==> config.mk <==
export PLATFORM = sky130hd
export DESIGN_NAME = cp0_except_unit
export DESIGN_NICKNAME = d
export VERILOG_FILES = /design/src/rtl/cp0_except_unit_pkg.sv /design/src/rtl/cp0_timer.sv /design/src/rtl/cp0_except_unit.sv
export SDC_FILE = /design/constraint.sdc
export NUM_CORES = 1
export LEC_CHECK = 0
export CORE_MARGIN = 3
export CORE_UTILIZATION = 43
export CTS_BUF_LIST = sky130_fd_sc_hd__clkbuf_16
export DETAILED_ROUTE_END_ITERATION = 8
export GPL_ROUTABILITY_DRIVEN = 0
export PLACE_DENSITY = 0.88
export SLEW_MARGIN = 20
export SYNTH_ARGS = -nofsm -noshare
export SYNTH_HDL_FRONTEND = slang
export SYNTH_SLANG_ARGS = --single-unit
==> constraint.sdc <==
create_clock -name clk -period 4.3 [get_ports clk]
set_input_delay 0.43 -clock clk [delete_from_list [all_inputs] [get_ports clk]]
set_output_delay 0.43 -clock clk [all_outputs]
set_load 0.02 [all_outputs]
==> src/rtl/cp0_except_unit_pkg.sv <==
// cp0_except_unit_pkg: CP0 register addresses, exception codes and the default exception vector
package cp0_except_unit_pkg;
    localparam logic [4:0] REG_BADVADDR = 5'd8;
    localparam logic [4:0] REG_COUNT    = 5'd9;
    localparam logic [4:0] REG_COMPARE  = 5'd11;
    localparam logic [4:0] REG_STATUS   = 5'd12;
    localparam logic [4:0] REG_CAUSE    = 5'd13;
    localparam logic [4:0] REG_EPC      = 5'd14;
    localparam logic [31:0] EXC_VECTOR_DEFAULT = 32'hBFC0_0380;
    typedef enum logic [4:0] {
        EXC_INT  = 5'h00,
        EXC_ADEL = 5'h04,
        EXC_ADES = 5'h05,
        EXC_SYS  = 5'h08,
        EXC_BP   = 5'h09,
        EXC_RI   = 5'h0a,
        EXC_OV   = 5'h0c
    } exc_code_e;
endpackage

==> src/rtl/cp0_timer.sv <==
// cp0_timer: Count/Compare pair with half-rate tick and timer-interrupt flag TI
// ports: clk, rst (async, active-high); count_we/compare_we + wdata write the registers;
//        count, compare, ti are the current register contents
module cp0_timer (
    input  logic        clk,
    input  logic        rst,
    input  logic        count_we,
    input  logic        compare_we,
    input  logic [31:0] wdata,
    output logic [31:0] count,
    output logic [31:0] compare,
    output logic        ti
);
    logic tick;
    always_ff @(posedge clk or posedge rst) begin
        if (rst) begin
            tick    <= 1'b0;
            count   <= '0;
            compare <= '0;
            ti      <= 1'b0;
        end else begin
            tick    <= count_we ? 1'b0 : ~tick;
            count   <= count_we ? wdata : count + {31'b0, tick};
            compare <= compare_we ? wdata : compare;
            ti      <= compare_we ? 1'b0 : (ti | (count == compare));
        end
    end
endmodule

==> src/rtl/cp0_except_unit.sv <==
// cp0_except_unit: MEM-stage exception arbitration and CP0 register file
// ports: clk, rst (async, active-high); inst_valid + exception flags, pc, bad_addr, in_delayslot
//        from MEM; hw_int interrupt lines; cp0_we/waddr/wdata (MTC0); cp0_raddr/rdata (MFC0);
//        flush/exc_pc redirect the pipeline; status/cause/epc expose the live registers
module cp0_except_unit
    import cp0_except_unit_pkg::*;
#(
    parameter logic [31:0] EXC_VECTOR = EXC_VECTOR_DEFAULT
) (
    input  logic        clk,
    input  logic        rst,
    input  logic        inst_valid,
    input  logic        eret_flag,
    input  logic        syscall_flag,
    input  logic        break_flag,
    input  logic        overflow_flag,
    input  logic        invalid_inst_flag,
    input  logic        adel_flag,
    input  logic        ades_flag,
    input  logic [31:0] pc,
    input  logic [31:0] bad_addr,
    input  logic        in_delayslot,
    input  logic [5:0]  hw_int,
    input  logic        cp0_we,
    input  logic [4:0]  cp0_waddr,
    input  logic [31:0] cp0_wdata,
    input  logic [4:0]  cp0_raddr,
    output logic [31:0] cp0_rdata,
    output logic        flush,
    output logic [31:0] exc_pc,
    output logic [31:0] status,
    output logic [31:0] cause,
    output logic [31:0] epc
);
    logic [31:0] badvaddr, count, compare;
    logic [7:0]  im, ip;
    logic        exl, ie, bd, ti;
    exc_code_e   exc_code, code;
    logic        v, int_req, exc, eret_take, we;

    assign status = {9'b0, 1'b1, 6'b0, im, 6'b0, exl, ie};
    assign cause  = {bd, ti, 14'b0, ip, 1'b0, exc_code, 2'b0};

    // reset also silences the redirect so flush stays low while rst is held
    always_comb begin
        v         = inst_valid & ~rst;
        int_req   = v & ie & ~exl & |(ip & im);
        exc       = int_req | (v & (adel_flag | invalid_inst_flag | overflow_flag |
                                    syscall_flag | break_flag | ades_flag));
        code      = int_req           ? EXC_INT  :
                    adel_flag         ? EXC_ADEL :
                    invalid_inst_flag ? EXC_RI   :
                    overflow_flag     ? EXC_OV   :
                    syscall_flag      ? EXC_SYS  :
                    break_flag        ? EXC_BP   : EXC_ADES;
        eret_take = v & eret_flag & ~exc;
        flush     = exc | eret_take;
        exc_pc    = exc ? EXC_VECTOR : eret_take ? epc : 32'h0;
        we        = cp0_we & ~flush;
        cp0_rdata = cp0_raddr == REG_BADVADDR ? badvaddr :
                    cp0_raddr == REG_COUNT    ? count    :
                    cp0_raddr == REG_COMPARE  ? compare  :
                    cp0_raddr == REG_STATUS   ? status   :
                    cp0_raddr == REG_CAUSE    ? cause    :
                    cp0_raddr == REG_EPC      ? epc      : 32'h0;
    end

    cp0_timer u_timer (
        .clk        (clk),
        .rst        (rst),
        .count_we   (we && cp0_waddr == REG_COUNT),
        .compare_we (we && cp0_waddr == REG_COMPARE),
        .wdata      (cp0_wdata),
        .count      (count),
        .compare    (compare),
        .ti         (ti)
    );

    always_ff @(posedge clk or posedge rst) begin
        if (rst) begin
            badvaddr <= '0;
            epc      <= '0;
            im       <= '0;
            ip       <= '0;
            exl      <= 1'b0;
            ie       <= 1'b0;
            bd       <= 1'b0;
            exc_code <= EXC_INT;
        end else begin
            ip[7:2] <= {hw_int[5] | ti, hw_int[4:0]};
            if (exc) begin
                exl      <= 1'b1;
                exc_code <= code;
                // a nested exception keeps the original return point
                if (!exl) begin
                    epc <= in_delayslot ? pc - 32'd4 : pc;
                    bd  <= in_delayslot;
                end
                if (code == EXC_ADEL || code == EXC_ADES)
                    badvaddr <= bad_addr;
            end else if (eret_take) begin
                exl <= 1'b0;
            end else if (we) begin
                if (cp0_waddr == REG_STATUS) begin
                    im  <= cp0_wdata[15:8];
                    exl <= cp0_wdata[1];
                    ie  <= cp0_wdata[0];
                end
                if (cp0_waddr == REG_CAUSE)
                    ip[1:0] <= cp0_wdata[9:8];
                if (cp0_waddr == REG_EPC)
                    epc <= cp0_wdata;
            end
        end
    end
endmodule
**Yosys cells after proc, flatten, opt, wreduce, memory -nomap -nowiden**

Cells that the tools add are included.

- Register bits: 154
- Input port bits: 124
- Logic and storage cells: 96

- $add $sub $neg: 2
- Equality and inequality tests: 16
- Muxes and demuxes: 27
- Bitwise logic cells: 24
- Reductions and logical operators: 14

Operators with widths:

| operator | number |
|---|---|
| $mux 32 | 15 |
| $eq 5x4->1 const B | 11 |
| $add 32x1->32 | 1 |
| $eq 32x32->1 | 1 |
| $sub 32x3->32 const B | 1 |
| $mux 4 | 6 |
| $reduce_and 4->1 | 3 |
| $or 1x1->1 | 9 |
| $and 1x1->1 | 8 |
| $and 8x8->8 | 1 |
| $eq 4x3->1 const B | 2 |
| $reduce_or 8->1 | 1 |
| $mux 1 | 6 |
| $not 1->1 | 6 |
| $reduce_and 2->1 | 3 |
| $reduce_bool 3->1 | 2 |
| $ne 2x2->1 const B | 2 |
| $reduce_bool 2->1 | 2 |
| $logic_and 1x1->1 | 2 |
| $logic_or 1x1->1 | 1 |

**Longest topological paths before layout**

Gate-level depths: netlist (run 1).

- Word-level depth: 15
- Mapped depth: 9
- Gate-level depth less buffers: 7

**Hierarchy**

Synthesis (run 1) repeated with hierarchy kept, for this count alone.

- Cell total of the unflattened synthesis: 973
- Area total of the unflattened synthesis: 9323.9 µm²

Modules (own cells, without submodules):

| module | instances | cells each | area an instance (µm²) | seq. area each (µm²) |
|---|---|---|---|---|
| cp0_except_unit | 1 | 668 | 5960.7 | 2177.1 |
| cp0_timer | 1 | 305 | 3363.2 | 1651.6 |

**Worst setup path after synthesis (run 1)**

OpenSTA, ideal clock, no wires.

- Path type: in2out
- From: in invalid_inst_flag
- To: out exc_pc[16]
- Arrival time: 2.222 ns
- Setup slack: 1.648 ns
- Stages: 7
- Buffers on the path: 3
- Cell sequence: nor4_1 a21oi_1 a21o_1 buf_2 clkbuf_1 buf_2 nor3_1

- Longest elaborated chain between the ends: 11

Ends and longest elaborated chain:

| what | line | text |
|---|---|---|
| start: declaration | cp0_except_unit.sv:17 | `input logic invalid_inst_flag,` |
| $or 1x1->1 (*) (3 in series) | cp0_except_unit.sv:48 | `exc = int_req \| (v & (adel_flag \| invalid_inst_flag \| overflow_flag \|` |
| $or 1x1->1 (*) (2 in series) | cp0_except_unit.sv:49 | `syscall_flag \| break_flag \| ades_flag));` |
| $and 1x1->1 (*) | cp0_except_unit.sv:48 |  |
| $or 1x1->1 (*) | cp0_except_unit.sv:48 |  |
| $not 1->1 (no source line) | - |  |
| $and 1x1->1 | cp0_except_unit.sv:56 | `eret_take = v & eret_flag & ~exc;` |
| $mux 32 | cp0_except_unit.sv:58 | `exc_pc = exc ? EXC_VECTOR : eret_take ? epc : 32'h0;` |
| $mux 32 (*) | cp0_except_unit.sv:58 |  |
| end: declaration | cp0_except_unit.sv:30 | `output logic [31:0] exc_pc,` |

Mark *: on every way between the ends. The rest lies on a longest branch, timed or not.

**Worst setup path in the final report (run 1)**

- From: in cp0_raddr[0]
- To: out cp0_rdata[31]

- Longest elaborated chain between the ends: 7

Ends and longest elaborated chain:

| what | line | text |
|---|---|---|
| start: declaration | cp0_except_unit.sv:27 | `input logic [4:0] cp0_raddr,` |
| $eq 5x4->1 | cp0_except_unit.sv:65 | `cp0_raddr == REG_EPC ? epc : 32'h0;` |
| $mux 32 | cp0_except_unit.sv:65 |  |
| $mux 32 | cp0_except_unit.sv:64 | `cp0_raddr == REG_CAUSE ? cause :` |
| $mux 32 | cp0_except_unit.sv:63 | `cp0_raddr == REG_STATUS ? status :` |
| $mux 32 | cp0_except_unit.sv:62 | `cp0_raddr == REG_COMPARE ? compare :` |
| $mux 32 | cp0_except_unit.sv:61 | `cp0_raddr == REG_COUNT ? count :` |
| $mux 32 (*) | cp0_except_unit.sv:60 | `cp0_rdata = cp0_raddr == REG_BADVADDR ? badvaddr :` |
| end: declaration | cp0_except_unit.sv:28 | `output logic [31:0] cp0_rdata,` |

Marks and branches as above.

==> run_summary.xml, run 1 <==
<?xml version="1.0" encoding="UTF-8"?>
<metrics>
  <group name="power">
    <metric name="irDropWorstVdd" unit="mV">0.271</metric>
    <metric name="totalPowerFinal" unit="mW">5.47</metric>
    <metric name="p_leak" unit="nW">5.08</metric>
    <metric name="power.density" unit="mW/mm²">433</metric>
  </group>
  <group name="route">
    <metric name="routed_wl" unit="µm">33100</metric>
    <metric name="detail-route-antenna-nets" unit="">0</metric>
    <metric name="drt_first_pass_iters" unit="">6</metric>
    <metric name="route.vias.total" unit="">8551</metric>
    <metric name="vias_per_cell" unit="">5.99</metric>
    <metric name="wl_per_cell" unit="µm">23.2</metric>
    <metric name="route.detailed.drc" unit="">0</metric>
    <metric name="detailedRoute.firstIterationViolations" unit="">798</metric>
  </group>
  <group name="global_route">
    <metric name="grt_pass1_vias" unit="">8526</metric>
    <metric name="grt_use_total" unit="">0.271</metric>
    <metric name="grt_first_pass_wirelength" unit="µm">50000</metric>
    <metric name="grt_antenna_before_repair" unit="">1</metric>
    <metric name="grt_start_max_net_pins" unit="">91</metric>
    <metric name="gr-total-overflow" unit="">0</metric>
  </group>
  <group name="clocking">
    <metric name="holdBufCountCts" unit="">0</metric>
    <metric name="clock_tree_from_tritoncts" unit="">built</metric>
    <metric name="cts_buffers" unit="">17</metric>
    <metric name="cts.root.buffer_cell" unit="">sky130_fd_sc_hd__clkbuf_16</metric>
    <metric name="buffers_inserted_by_post_cts_timing_repair" unit="">0</metric>
    <metric name="tritoncts_num_sinks" unit="">153</metric>
    <metric name="clkTransAtPathRegs" unit="ps">60</metric>
    <metric name="ctsResizeCount" unit="">0</metric>
    <metric name="cts-root-to-sink-buffers" unit="">2</metric>
    <metric name="cts-htree-levels" unit="">4</metric>
    <metric name="clk-insertion-delay-late" unit="ps">440</metric>
  </group>
  <group name="final_layout">
    <metric name="multi_input_comb_area" unit="mm²">0.00512</metric>
    <metric name="fillCellCount" unit="">1730</metric>
    <metric name="final_area" unit="mm²">0.0126</metric>
    <metric name="synthToLayoutAreaGrowth" unit="%">34.5</metric>
    <metric name="ff_latch_area" unit="mm²">0.00383</metric>
    <metric name="finished_layout_cells" unit="">1428</metric>
    <metric name="layout-drive-gt1-share" unit="">0.200</metric>
    <metric name="fin_nets" unit="">1266</metric>
    <metric name="final_util" unit="">0.595</metric>
  </group>
  <group name="timing">
    <metric name="worst-slew-pin-transition" unit="ps">768</metric>
    <metric name="totalNegativeSetupSlack" unit="ps">0</metric>
    <metric name="timing.final.crit_share" unit="">0.830</metric>
    <metric name="hold_violations" unit="">0</metric>
    <metric name="final_report_max_slew_violation_count" unit="">0</metric>
    <metric name="clock_skew" unit="ps">12.9</metric>
    <metric name="setup_ws" unit="ps">733</metric>
    <metric name="setup_viol_count_final" unit="">0</metric>
    <metric name="rsz_0062_raised_after_global_routing" unit="">no</metric>
    <metric name="fmax" unit="GHz">0.280</metric>
    <metric name="hold-worst-slack" unit="ps">437</metric>
    <metric name="timing.slew.headroom" unit="">0.487</metric>
    <metric name="finalCriticalPeriod" unit="ps">3570</metric>
  </group>
  <group name="die">
    <metric name="rows" unit="">53</metric>
    <metric name="start_util" unit="">0.443</metric>
    <metric name="core" unit="mm²">0.0212</metric>
    <metric name="top_level_ports" unit="">285</metric>
    <metric name="floorplan.die.width" unit="µm">154</metric>
    <metric name="die-height" unit="µm">154</metric>
    <metric name="die-area" unit="mm²">0.0237</metric>
  </group>
  <group name="yosys">
    <metric name="yosysMostFrequentCell" unit="">sky130_fd_sc_hd__dfrtp_1</metric>
    <metric name="yosysSeqAreaShare" unit="">0.408</metric>
    <metric name="synthArstFlopShare" unit="">1.00</metric>
    <metric name="synth_area_leader_cell" unit="">sky130_fd_sc_hd__dfrtp_1</metric>
    <metric name="area_contributors_post_synth" unit="">sky130_fd_sc_hd__dfrtp_1, sky130_fd_sc_hd__mux2_2, sky130_fd_sc_hd__xnor2_1</metric>
    <metric name="synthFlopType" unit="">sky130_fd_sc_hd__dfrtp_1</metric>
    <metric name="syn_area" unit="mm²">0.00939</metric>
    <metric name="count_of_state_elements_after_synthesis" unit="">153</metric>
    <metric name="synth_cells" unit="">918</metric>
    <metric name="synth.cells.most_frequent" unit="">sky130_fd_sc_hd__dfrtp_1, sky130_fd_sc_hd__mux2_2, sky130_fd_sc_hd__nand2_1, sky130_fd_sc_hd__xnor2_1, sky130_fd_sc_hd__nor2_1</metric>
    <metric name="synth-edff-count" unit="">0</metric>
    <metric name="yosysUniqueCellTypes" unit="">58</metric>
    <metric name="syn_area_per_cell" unit="µm²">10.2</metric>
    <metric name="synthesis.yosys.warnings" unit="">0</metric>
    <metric name="yosys.area.top_type_share" unit="">0.408</metric>
  </group>
  <group name="placement">
    <metric name="dp_hpwl" unit="µm">24600</metric>
    <metric name="place_area" unit="mm²">0.0120</metric>
    <metric name="place.port_buffers" unit="">244</metric>
    <metric name="place_ws" unit="ps">602</metric>
    <metric name="dp_cells" unit="">1395</metric>
  </group>
  <group name="critical_path">
    <metric name="r2r_setup_slack" unit="ps">1460</metric>
    <metric name="cp_data_arrival_time" unit="ps">3140</metric>
    <metric name="setup.worst_path.start_class" unit="">input port</metric>
    <metric name="crit_path_max_fanout" unit="">10</metric>
    <metric name="timing.critical_path.required" unit="ps">3870</metric>
    <metric name="timing_worst_setup_path_type" unit="">input port to output port</metric>
    <metric name="critical_path_end_type" unit="">output port</metric>
  </group>
  <group name="outcome">
    <metric name="status" unit="">completed</metric>
  </group>
  <group name="flow_run">
    <metric name="maxCapViolations" unit="">0</metric>
  </group>
  <group name="hold_path">
    <metric name="worst_hold_path_type" unit="">input port to register</metric>
  </group>
</metrics>
-- cells by family after synthesis --
logic type	Yosys count	share of synthesized area
other	2	0.000799
buffers and inverters	121	0.0686
AOI/OAI and AO/OA	150	0.111
xor gates and xnor gates	74	0.0690
and+or+nand+nor	253	0.147
muxes	162	0.193
DFF	153	0.408
adders and majority gates	3	0.00400
-- routing by layer --
layer,vias up,share of wire,track usage
met4,0,0.039,0.114
met5,-,0,0
met2,531,0.46,0.425
met1,4199,0.41,0.355
li1,3740,-,-
met3,81,0.099,0.0749
-- state kept, by name, summed over array words and instances, names as in the netlist --
signal	count
exc_code	4
u_timer.count	32
ie	1
badvaddr	32
u_timer.ti	1
exl	1
im	8
epc	32
bd	1
ip	8
u_timer.compare	32
u_timer.tick	1
-- path summary, 6_finish.rpt --
path                                    from            end  cells after the start
worst min-delay path               hw_int[0]          ip[2]                      1
worst min register to register  u_timer.tick   u_timer.tick                      1
min in group asynchronous                rst             bd                      2
worst max register to register           exl        epc[28]                      6
max in group asynchronous                rst          ip[6]                      3
worst max-delay path            cp0_raddr[0]  cp0_rdata[31]                      7
-- cells in the final DEF (no fill, tap or decap), drive strengths merged, types with 18 or more instances in the layout --
master	Yosys	routed
clkdlybuf4s50	0	244
dfrtp	153	153
mux2	152	152
nand2	60	60
xnor2	49	49
nor2	48	48
conb	2	40
o21ai	30	30
and3	27	27
a31oi	26	26
buf	60	26
xor2	25	25
nor4	20	20
a22oi	18	18
or4	18	18
-- final cells by class --
class,instances,share of cell area
Sequential cell,153,0.303
Multi-Input combinational cell,682,0.406
Timing Repair Buffer,270,0.210
Tap cell,275,0.0272
Inverter,15,0.00475
Antenna cell,1,0.000198
Clock inverter,15,0.0158
Clock buffer,17,0.0337
-- where the power goes --
group | internal (mW) | switching, mW
Combinational | 0.850 | 0.777
Clock | 0.972 | 0.629
Sequential | 1.77 | 0.472
Total | 3.59 | 1.88
-- worst max-delay path: stages --
cell,delay [ps]
sky130_fd_sc_hd__clkdlybuf4s50_1,890
sky130_fd_sc_hd__inv_1,180
sky130_fd_sc_hd__nor4_2,300
sky130_fd_sc_hd__buf_4,220
sky130_fd_sc_hd__a22oi_1,100
sky130_fd_sc_hd__a31oi_1,340
sky130_fd_sc_hd__clkdlybuf4s50_1,680
Power figures use the tool's default switching activity.
==> inputs of run 2 (changes only) <==
- clock period: 4.3 -> 2.9 ns (I/O delays scaled with it)
==> run 2 against run 1 <==
Compared with the run above:
- routed wire length increased by 2.3%
- sequential power increased by 47%
- non-clock buffer count increased by 35
- clock power increased by 51%
- flip-flop and latch count unchanged
- sequential share of layout area decreased by 1.1 points
- via count increased by 2.4%
- critical path type unchanged
- largest power group unchanged
- highest routed layer unchanged
==> run_summary.xml, run 2 (synthesis gave the netlist of run 1 again) <==
<?xml version="1.0" encoding="UTF-8"?>
<metrics>
  <group name="critical_path">
    <metric name="setup.worst_path.start_class" unit="">input port</metric>
    <metric name="timing.critical_path.required" unit="ps">2610</metric>
    <metric name="slowest_delay" unit="ps">680</metric>
    <metric name="crit_path_max_fanout" unit="">13</metric>
    <metric name="critical_path_end_type" unit="">output port</metric>
    <metric name="crit_path_cell_trace" unit="">clkdlybuf4s50_1 &gt; buf_4 &gt; buf_4 &gt; and4b_1 &gt; buf_12 &gt; nand2_1 &gt; a31oi_1 &gt; clkdlybuf4s50_1</metric>
    <metric name="critical_path_buf_inv_count" unit="">5</metric>
    <metric name="slowest_cell_on_crit_path" unit="">sky130_fd_sc_hd__clkdlybuf4s50_1</metric>
    <metric name="cp_data_arrival_time" unit="ps">2600</metric>
    <metric name="timing_worst_setup_path_type" unit="">input port to output port</metric>
    <metric name="critical_path.top_delay_family" unit="">buffers and inverters</metric>
  </group>
  <group name="global_route">
    <metric name="grt_use_total" unit="">0.278</metric>
    <metric name="grt_pass1_vias" unit="">8922</metric>
    <metric name="grt_start_max_net_pins" unit="">71</metric>
    <metric name="grt_first_pass_wirelength" unit="µm">51600</metric>
    <metric name="grt_antenna_before_repair" unit="">1</metric>
    <metric name="gr-total-overflow" unit="">0</metric>
  </group>
  <group name="die">
    <metric name="core" unit="mm²">0.0212</metric>
    <metric name="top_level_ports" unit="">285</metric>
    <metric name="die-height" unit="µm">154</metric>
    <metric name="die-area" unit="mm²">0.0237</metric>
    <metric name="rows" unit="">53</metric>
    <metric name="floorplan.die.width" unit="µm">154</metric>
    <metric name="start_util" unit="">0.443</metric>
  </group>
  <group name="clocking">
    <metric name="clkTransAtPathRegs" unit="ps">60</metric>
    <metric name="clk-insertion-delay-late" unit="ps">430</metric>
    <metric name="cts.root.buffer_cell" unit="">sky130_fd_sc_hd__clkbuf_16</metric>
    <metric name="tritoncts_num_sinks" unit="">153</metric>
    <metric name="cts-root-to-sink-buffers" unit="">2</metric>
    <metric name="clock_tree_from_tritoncts" unit="">built</metric>
    <metric name="cts_buffers" unit="">17</metric>
    <metric name="cts-htree-levels" unit="">4</metric>
  </group>
  <group name="route">
    <metric name="route.vias.total" unit="">8760</metric>
    <metric name="route.detailed.drc" unit="">0</metric>
    <metric name="detail-route-antenna-nets" unit="">0</metric>
    <metric name="vias_per_cell" unit="">5.99</metric>
    <metric name="detailedRoute.firstIterationViolations" unit="">999</metric>
    <metric name="drt_first_pass_iters" unit="">8</metric>
    <metric name="routed_wl" unit="µm">33800</metric>
    <metric name="wl_per_cell" unit="µm">23.1</metric>
  </group>
  <group name="placement">
    <metric name="dp_hpwl" unit="µm">25300</metric>
    <metric name="place.port_buffers" unit="">244</metric>
  </group>
  <group name="power">
    <metric name="totalPowerFinal" unit="mW">8.19</metric>
    <metric name="p_leak" unit="nW">5.94</metric>
    <metric name="irDropWorstVdd" unit="mV">0.350</metric>
    <metric name="power.density" unit="mW/mm²">624</metric>
  </group>
  <group name="timing">
    <metric name="hold_violations" unit="">0</metric>
    <metric name="totalNegativeSetupSlack" unit="ps">0</metric>
    <metric name="fmax" unit="GHz">0.346</metric>
    <metric name="worst-slew-pin-transition" unit="ps">638</metric>
    <metric name="setup_viol_count_final" unit="">0</metric>
    <metric name="clock_skew" unit="ps">8.81</metric>
    <metric name="final_report_max_slew_violation_count" unit="">0</metric>
    <metric name="finalCriticalPeriod" unit="ps">2890</metric>
    <metric name="timing.final.crit_share" unit="">0.998</metric>
    <metric name="timing.slew.headroom" unit="">0.571</metric>
  </group>
  <group name="final_layout">
    <metric name="layout-drive-gt1-share" unit="">0.224</metric>
    <metric name="fillCellCount" unit="">1657</metric>
    <metric name="layout_common_cells" unit="">sky130_fd_sc_hd__clkdlybuf4s50_1, sky130_fd_sc_hd__dfrtp_1, sky130_fd_sc_hd__mux2_2</metric>
    <metric name="mostFrequentLayoutCell" unit="">sky130_fd_sc_hd__clkdlybuf4s50_1</metric>
    <metric name="synthToLayoutAreaGrowth" unit="%">39.8</metric>
    <metric name="fin_nets" unit="">1301</metric>
    <metric name="multi_input_comb_area" unit="mm²">0.00512</metric>
    <metric name="ff_latch_area" unit="mm²">0.00383</metric>
  </group>
  <group name="outcome">
    <metric name="status" unit="">completed</metric>
  </group>
  <group name="hold_path">
    <metric name="worst_hold_path_type" unit="">input port to async pin</metric>
  </group>
  <group name="flow_run">
    <metric name="maxCapViolations" unit="">0</metric>
  </group>
</metrics>
run 2: changes by cell type in the layout (fill, tap and decap cells not counted), moves of 2 or more:
cell and delta:
sky130_fd_sc_hd__buf_4 +23, sky130_fd_sc_hd__clkinv_4 -3, sky130_fd_sc_hd__clkinv_1 -2, sky130_fd_sc_hd__buf_12 +11, sky130_fd_sc_hd__inv_6 -2, sky130_fd_sc_hd__dlymetal6s2s_1 +36
sky130_fd_sc_hd__clkinv_2 +5, sky130_fd_sc_hd__clkdlybuf4s50_1 -37
run 2: cell type report:
cell class / instances / share of cell area
timing repair buffer: 305 / 0.239
tap: 275 / 0.0262
clock buffer: 17 / 0.0324
clock inverter: 15 / 0.0158
multi-input combinational: 682 / 0.390
antenna: 1 / 0.000191
inverter: 15 / 0.00457
sequential: 153 / 0.292
run 2: where the power goes:
| part | internal, mW | total, mW | leakage [nW] | switching (mW) |
|---|---|---|---|---|
| Clock | 1.51 | 2.42 | 0.313 | 0.907 |
| Combinational | 1.30 | 2.47 | 3.74 | 1.18 |
| Sequential | 2.62 | 3.30 | 1.89 | 0.680 |
| Total | 5.43 | 8.19 | 5.94 | 2.77 |
run 2: final timing paths:
check                                     to  cells past startpoint             start  slack [ps]
max reg2reg                u_timer.count[26]                      8  u_timer.count[0]         510
min reg2reg                     u_timer.tick                      1      u_timer.tick         440
min                                       bd                      2               rst         280
min in group clk                       ip[2]                      1         hw_int[0]         300
max in group asynchronous  u_timer.count[31]                      3               rst        1910
max                            cp0_rdata[31]                      8      cp0_raddr[0]           6
run 2: per-stage QoR:
step	std cells	hold WS, ps	util	instance area (µm²)	setup slack, ps
global route	1463	302	0.619	13100	-11.2
finish	1463	275	0.619	13100	6.48
global placement	1428	427	0.584	12400	-13.2
floorplan	956	321	-	9540	403
CTS	1461	275	0.614	13000	6.03
detailed placement	1428	428	0.584	12400	-18.3
run 2: repair_timing:
item / 4_1_cts / 5_1_grt
pin swaps: 1 / 0
setup endpoints to repair: 25 / 36
hold endpoints to repair: 0 / 0
hold buffers: 0 / 0
buffers inserted: 1 / 1
gates resized for setup: 2 / 37
run 2: routing by layer:
layer / vias to the layer above / track usage / wire [µm] / share of wire
li1: 3816 / - / - / -
met1: 4304 / 0.362 / 13400 / 0.40
met2: 544 / 0.440 / 15700 / 0.46
met3: 96 / 0.0732 / 3420 / 0.10
met4: 0 / 0.121 / 1350 / 0.040
met5: - / 0 / 0 / 0
